[src/rtl/dot_product_pkg.sv]
// Purpose: shared widths and signed datapath types for the dot-product MAC.
// Latency: n/a (types and constants only).
// Backpressure: n/a.
//
// Contents: element/product/accumulator typedefs, element counter type,
// and a sign-extension helper that widens a product to accumulator width.
package dot_product_pkg;

    localparam int DATA_WIDTH = 8;
    localparam int ADDR_WIDTH = 3;
    // Must not exceed 2**ADDR_WIDTH; the accumulator headroom assumes it.
    localparam int VEC_LEN    = 4;
    localparam int PROD_WIDTH = 2 * DATA_WIDTH;
    localparam int ACC_WIDTH  = 2 * DATA_WIDTH + ADDR_WIDTH;
    localparam int CNT_WIDTH  = ADDR_WIDTH + 1;

    typedef logic signed [DATA_WIDTH-1:0] elem_t;
    typedef logic signed [PROD_WIDTH-1:0] prod_t;
    typedef logic signed [ACC_WIDTH-1:0]  acc_t;
    typedef logic        [CNT_WIDTH-1:0]  cnt_t;

    localparam cnt_t CNT_MAX   = '1;
    localparam cnt_t VEC_LEN_C = cnt_t'(VEC_LEN);

    // Both types are signed, so the cast replicates the product's sign bit.
    function automatic acc_t sext_prod(input prod_t p);
        return acc_t'(p);
    endfunction

endpackage

[src/rtl/dot_product_mac_if.sv]
// Purpose: bundles the controller strobes, element streams and result outputs.
// Latency: n/a (wires only).
// Backpressure: none; the MAC consumes every accepted element.
//
// master: controller side (drives we/addr/done/a_in/b_in, observes results).
// slave:  MAC side (consumes strobes and elements, drives result/status).
interface dot_product_mac_if;
    import dot_product_pkg::*;

    logic                  we;
    logic [ADDR_WIDTH-1:0] addr;
    logic                  done;
    elem_t                 a_in;
    elem_t                 b_in;
    acc_t                  result;
    logic                  result_valid;
    logic                  count_err;
    logic                  busy;

    modport master (
        output we, addr, done, a_in, b_in,
        input  result, result_valid, count_err, busy
    );

    modport slave (
        input  we, addr, done, a_in, b_in,
        output result, result_valid, count_err, busy
    );

endinterface

[src/rtl/dp_mult_stage.sv]
// Purpose: stage-1 product register tagged with valid and first-element flags.
// Latency: 1 cycle from accept to registered product.
// Backpressure: none; a new product is captured on every accept.
//
// Ports: clk, rst (async active-low), accept_i/first_i tags, a_i/b_i signed
// elements in; prod_o, valid_o, first_o registered out.
module dp_mult_stage
    import dot_product_pkg::*;
(
    input  logic  clk,
    input  logic  rst,
    input  logic  accept_i,
    input  logic  first_i,
    input  elem_t a_i,
    input  elem_t b_i,
    output prod_t prod_o,
    output logic  valid_o,
    output logic  first_o
);

    prod_t prod_q, prod_d;
    logic  valid_q, valid_d;
    logic  first_q, first_d;
    prod_t a_ext, b_ext;

    // Widen before multiplying so the product is computed at full width.
    assign a_ext = prod_t'(a_i);
    assign b_ext = prod_t'(b_i);

    always_comb begin
        prod_d  = prod_q;
        valid_d = accept_i;
        first_d = accept_i & first_i;
        if (accept_i) begin
            prod_d = a_ext * b_ext;
        end
    end

    always_ff @(posedge clk or negedge rst) begin
        if (!rst) begin
            prod_q  <= '0;
            valid_q <= 1'b0;
            first_q <= 1'b0;
        end else begin
            prod_q  <= prod_d;
            valid_q <= valid_d;
            first_q <= first_d;
        end
    end

    assign prod_o  = prod_q;
    assign valid_o = valid_q;
    assign first_o = first_q;

endmodule

[src/rtl/dot_product_mac.sv]
// Purpose: signed dot product of one vector pair per run, with element-count check.
// Latency: result/result_valid visible 3 cycles after the last accepted element.
// Backpressure: none; every we=1 && done=0 cycle is consumed.
//
// Ports: clk, rst (async active-low), bus (slave side of dot_product_mac_if):
// we/addr/done strobes and a_in/b_in elements in; result, result_valid,
// count_err, busy out.
module dot_product_mac
    import dot_product_pkg::*;
(
    input  logic              clk,
    input  logic              rst,
    dot_product_mac_if.slave  bus
);

    logic  accept;
    logic  first_now;
    prod_t p_prod;
    logic  p_valid;
    logic  p_first;

    logic  done_d1_q;
    logic  armed_q,   armed_d;
    cnt_t  cnt_q,     cnt_d;
    acc_t  acc_q,     acc_d;
    acc_t  result_q,  result_d;
    logic  res_vld_q, res_vld_d;
    logic  cnt_err_q, cnt_err_d;

    // The element index is informational only; first-element detection uses
    // the armed flag instead.
    logic  addr_unused;
    assign addr_unused = ^bus.addr;

    // A done cycle never carries an element, even with we high.
    assign accept = bus.we & ~bus.done;

    // The cycle right after done already belongs to the next vector, so an
    // accept there must be tagged first even though armed_q re-arms only at
    // the end of that cycle.
    assign first_now = armed_q | done_d1_q;

    dp_mult_stage u_mult (
        .clk      (clk),
        .rst      (rst),
        .accept_i (accept),
        .first_i  (first_now),
        .a_i      (bus.a_in),
        .b_i      (bus.b_in),
        .prod_o   (p_prod),
        .valid_o  (p_valid),
        .first_o  (p_first)
    );

    always_comb begin
        armed_d   = armed_q;
        cnt_d     = cnt_q;
        acc_d     = acc_q;
        result_d  = result_q;
        cnt_err_d = cnt_err_q;
        res_vld_d = 1'b0;

        // First-element flag: consumed by an accept, re-armed by end of vector.
        if (accept) begin
            armed_d = 1'b0;
        end else if (done_d1_q) begin
            armed_d = 1'b1;
        end

        // Element counter: a first accept restarts it, later ones saturate.
        if (accept) begin
            if (first_now) begin
                cnt_d = cnt_t'(1);
            end else if (cnt_q != CNT_MAX) begin
                cnt_d = cnt_q + cnt_t'(1);
            end
        end

        // Stage 2: the first product of a vector overwrites the running sum.
        if (p_valid) begin
            if (p_first) begin
                acc_d = sext_prod(p_prod);
            end else begin
                acc_d = acc_q + sext_prod(p_prod);
            end
        end

        // End of vector. armed_q still high here means nothing was accepted
        // since the previous end of vector, so acc/cnt are stale.
        if (done_d1_q) begin
            res_vld_d = 1'b1;
            if (armed_q) begin
                result_d  = '0;
                cnt_err_d = 1'b1;
            end else begin
                result_d  = acc_q;
                cnt_err_d = (cnt_q != VEC_LEN_C);
            end
        end
    end

    always_ff @(posedge clk or negedge rst) begin
        if (!rst) begin
            done_d1_q <= 1'b0;
            armed_q   <= 1'b1;
            cnt_q     <= '0;
            acc_q     <= '0;
            result_q  <= '0;
            res_vld_q <= 1'b0;
            cnt_err_q <= 1'b0;
        end else begin
            done_d1_q <= bus.done;
            armed_q   <= armed_d;
            cnt_q     <= cnt_d;
            acc_q     <= acc_d;
            result_q  <= result_d;
            res_vld_q <= res_vld_d;
            cnt_err_q <= cnt_err_d;
        end
    end

    assign bus.result       = result_q;
    assign bus.result_valid = res_vld_q;
    assign bus.count_err    = cnt_err_q;
    assign bus.busy         = p_valid | done_d1_q;

endmodule
[src/flat_wrapper.sv]
// flat-port wrapper written by rule: the top's interface ports become plain ports
module dot_product_mac_flat import dot_product_pkg::*;
  (clk, rst, bus_we, bus_addr, bus_done, bus_a_in, bus_b_in, bus_result, bus_result_valid, bus_count_err, bus_busy);
  dot_product_mac_if bus_i ();
  input  logic clk;
  input  logic rst;
  input wire logic [$bits(bus_i.we)-1:0] bus_we;
  input wire logic [$bits(bus_i.addr)-1:0] bus_addr;
  input wire logic [$bits(bus_i.done)-1:0] bus_done;
  input wire logic [$bits(bus_i.a_in)-1:0] bus_a_in;
  input wire logic [$bits(bus_i.b_in)-1:0] bus_b_in;
  output wire logic [$bits(bus_i.result)-1:0] bus_result;
  output wire logic [$bits(bus_i.result_valid)-1:0] bus_result_valid;
  output wire logic [$bits(bus_i.count_err)-1:0] bus_count_err;
  output wire logic [$bits(bus_i.busy)-1:0] bus_busy;
  assign bus_i.we = bus_we;
  assign bus_i.addr = bus_addr;
  assign bus_i.done = bus_done;
  assign bus_i.a_in = bus_a_in;
  assign bus_i.b_in = bus_b_in;
  assign bus_result = bus_i.result;
  assign bus_result_valid = bus_i.result_valid;
  assign bus_count_err = bus_i.count_err;
  assign bus_busy = bus_i.busy;
  dot_product_mac u_core (.clk(clk), .rst(rst), .bus(bus_i));
endmodule
[config.mk]
export PLATFORM = sky130hd
export DESIGN_NAME = dot_product_mac_flat
export DESIGN_NICKNAME = d
export VERILOG_FILES = /design/src/rtl/dot_product_pkg.sv /design/src/rtl/dot_product_mac_if.sv /design/src/rtl/dp_mult_stage.sv /design/src/rtl/dot_product_mac.sv /design/src/flat_wrapper.sv
export SDC_FILE = /design/constraint.sdc
export NUM_CORES = 1
export LEC_CHECK = 0
export CAP_MARGIN = 20
export CORE_ASPECT_RATIO = 1.4
export CORE_MARGIN = 2
export CORE_UTILIZATION = 30
export CTS_BUF_LIST = sky130_fd_sc_hd__clkbuf_4 sky130_fd_sc_hd__clkbuf_8
export DETAILED_ROUTE_END_ITERATION = 10
export GPL_ROUTABILITY_DRIVEN = 0
export PLACE_DENSITY = 0.56
export SYNTH_ARGS = -nofsm -noshare
export SYNTH_HDL_FRONTEND = slang
export SYNTH_SLANG_ARGS = --single-unit
[constraint.sdc]
create_clock -name clk -period 6.2 [get_ports clk]
set_clock_uncertainty 0.1 [all_clocks]
set_input_delay 1.24 -clock clk [delete_from_list [all_inputs] [get_ports clk]]
set_output_delay 1.24 -clock clk [all_outputs]
set_load 0.05 [all_outputs]
==> reports/results.ini <==
[min_path]
min_to=u_core.bus.count_err
hold_depth=1
worstHoldStart=u_core.bus.count_err
hp-class=flop to flop

[cells_and_area]
area_growth_pct=15.1
antenna-diode-count=0
mostFrequentLayoutCells=inv_1 (113), nand2_1 (65), dfrtp_1 (63)
nNetsFinal=851
drive_above_1_share_pct=5.91
layout_commonest_cell=inv_1
final_core_util_pct=35.2

[setup_path]
cp.arrival_ns=5.77
critPathMaxFanout=8
cp-startpoint=bus_a_in[4]
r2r_cells=10
r2r_setup_slack_ns=3.55
cpPeakStageDelay_ns=0.55
critPathLaunchType=input port
worstPathCellList=clkdlybuf4s50_1 -> and2_1 -> fa_1 -> inv_1 -> fa_1 -> inv_1 -> fa_1 -> inv_1 -> fa_1 -> inv_1 -> ha_1 -> o21ai_1 -> a21boi_1 -> o31a_1 -> o211ai_1 -> a2111oi_0 -> nand3b_1
critical_path_class=input port to flop
timing.rr.start=u_core.acc_q[0]
cp-end-kind=flop
required_ns=6.39
slowest_stage=clkdlybuf4s50_1
worstReg2RegEnd=u_core.acc_q[16]

[logic_synthesis]
syn-cell-area_um2=6080
syn_area_per_cell_um2=8.95
synth_edf_count=0
yosysWarnings=0
yosysSeqAreaShare_pct=26.3
ys_types=59
ys_ff_latch=64
synth_fp_nets=808
synth-main-ff-cell=dfrtp_1
netlist_instances=680
async_flop_share_pct=100

[timing]
drv_slew=0
hold_violations=0
fin_tns_setup_ns=0
tightestPinTransition_ns=0.801
rsz0062_at_grt=no
fmax_ghz=0.179
finalSetupViolCount=0
relSlewSlack_pct=46.6
post-route-min-period_ns=5.58
finalCritPeriodShare_pct=90.0

[floorplan]
fp.dieH_um=173
num_io_pins=45
die_w_um=124
fp-row-count=61
start_util_pct=30.5
design.core.area_um2=19900
dieArea_um2=21500

[global_route]
grt_max_degree=65
grt_pass1_vias=4507
grt_pass1_wl_um=21400
grt_overflow_total=0
grt_use_total_pct=11.7
antenna_found_initial=0

[power]
irDropWorstVdd_v=0.000131
pwr_density_cell_nw_per_um2=424
pwr-share-comb_pct=65.7
p_int_uw=1590
switching_share_pct=46.3
power.share.sequential_pct=22.3
leakagePower_uw=0.00323
p_switching_uw=1380
clockPowerShare_pct=12.0

[flow_run]
maxCapViolCount=0

[route]
viasPerCell=4.56
antenna_left=0
drt-pass1-iter-count=4
drt_iter0_drc=125
dr_total_vias=4469
route.detailed.wl_per_inst_um=11.9
drc=0
wl_um=11600

[clocking]
cts_made_buffers=9
cts_buffer_depth=2
clock-sinks=64
htreeDepth=3
cts_root_buffer=clkbuf_8
ctsResizeCount=0
ctsHoldBuffers=0
cts_setup_buffers=0
cts_tree=built
clkTransAtPathRegs_ns=0.08
clock_latency_ns=0.35

[place]
detailed_place_hpwl_um=9320
port_buffers=41

[run_status]
outcome=finished clean

-- cell usage after synthesis (all sizes together), types with 9 or more instances --
library cell	count	area share [%]
and2	42	4.3
nor2	42	2.6
nand3	9	0.74
a21o	10	1.2
xnor2	13	1.9
nand2	65	4.0
inv	113	7.0
ha	49	10
nand3b	21	2.6
fa	56	18
clkbuf	16	0.99
a21oi	28	2.3
xor2	9	1.3
dfrtp	63	26
o21ai	52	4.3
-- power groups by stage --
stage / Clock, uW / Combinational, uW / Sequential, uW
4_1_cts: 371 / 1980 / 667
5_1_grt: 389 / 2250 / 689
2_1_floorplan: 0 / 1500 / 733
3_5_place_dp: 0 / 1970 / 675
6_report: 355 / 1950 / 664
3_3_place_gp: 0 / 1950 / 672
-- logic make-up (layout without fill, tap and decap cells) --
family | after synthesis | count (layout) | synth area share, %
AND/OR/NAND/NOR | 214 | 214 | 18.1
buffers and inverters | 132 | 180 | 8.14
multiplexers | 6 | 6 | 1.03
XOR/XNOR | 22 | 22 | 3.17
flip-flops | 64 | 64 | 26.3
adder cells (fa/ha/maj) | 105 | 105 | 28.5
AO/OA/AOI/OAI | 137 | 137 | 14.8
-- how the worst max path moves through the flow --
stage	endpoint	slack (ns)	cells after the start
6_report	u_core.u_mult.prod_o[14]	0.62	17
3_5_place_dp	u_core.u_mult.prod_o[14]	0.24	17
3_3_place_gp	u_core.u_mult.prod_o[14]	0.23	17
4_1_cts	u_core.u_mult.prod_o[14]	0.62	17
5_1_grt	u_core.u_mult.prod_o[14]	0.28	16
2_1_floorplan	u_core.u_mult.prod_o[12]	1.06	16
-- sequential cells by signal (all words and copies together), names as in the netlist --
signal / count
u_core.acc_q: 19
u_core.armed_q: 1
u_core.bus.count_err: 1
u_core.bus.result: 19
u_core.bus.result_valid: 1
u_core.cnt_q: 4
u_core.done_d1_q: 1
u_core.u_mult.first_o: 1
u_core.u_mult.prod_o: 16
u_core.u_mult.valid_o: 1
-- critical path, delay by kind of cell --
family / cells / cell delay [ns]
buffers and inverters: 5 / 0.75
AO/OA/AOI/OAI: 5 / 1.02
AND/OR/NAND/NOR: 2 / 0.38
adder cells (fa/ha/maj): 5 / 2.37
-- final cells by class --
class	instances	area, um2
repair buffers	51	480
flip-flops and latches	64	1600
well taps	252	315
clock buffers	9	124
fillers	2064	12900
clock inverters	7	72.6
inverters	113	424
multi-input cells	484	3990
-- metal layers --
metal	up-vias	global-route usage, %	share of wire [%]
li1	2315	-	-
met1	2092	15.4	48
met2	55	20.0	49
met3	7	1.74	2.2
met4	0	3.42	1.3
met5	-	0	0
-- per-stage QoR --
stage	power, uW	cells	setup WS, ns	cell area, um2	hold WS, ns
3_5_place_dp	2650	964	0.241	6810	0.386
5_1_grt	3320	980	0.280	7010	0.420
3_3_place_gp	2620	964	0.230	6810	0.385
6_report	2970	980	0.620	7010	0.400
2_1_floorplan	2240	680	1.06	6080	0.252
4_1_cts	3020	980	0.619	7010	0.405
Note: power is estimated with default switching activity, not from simulation.
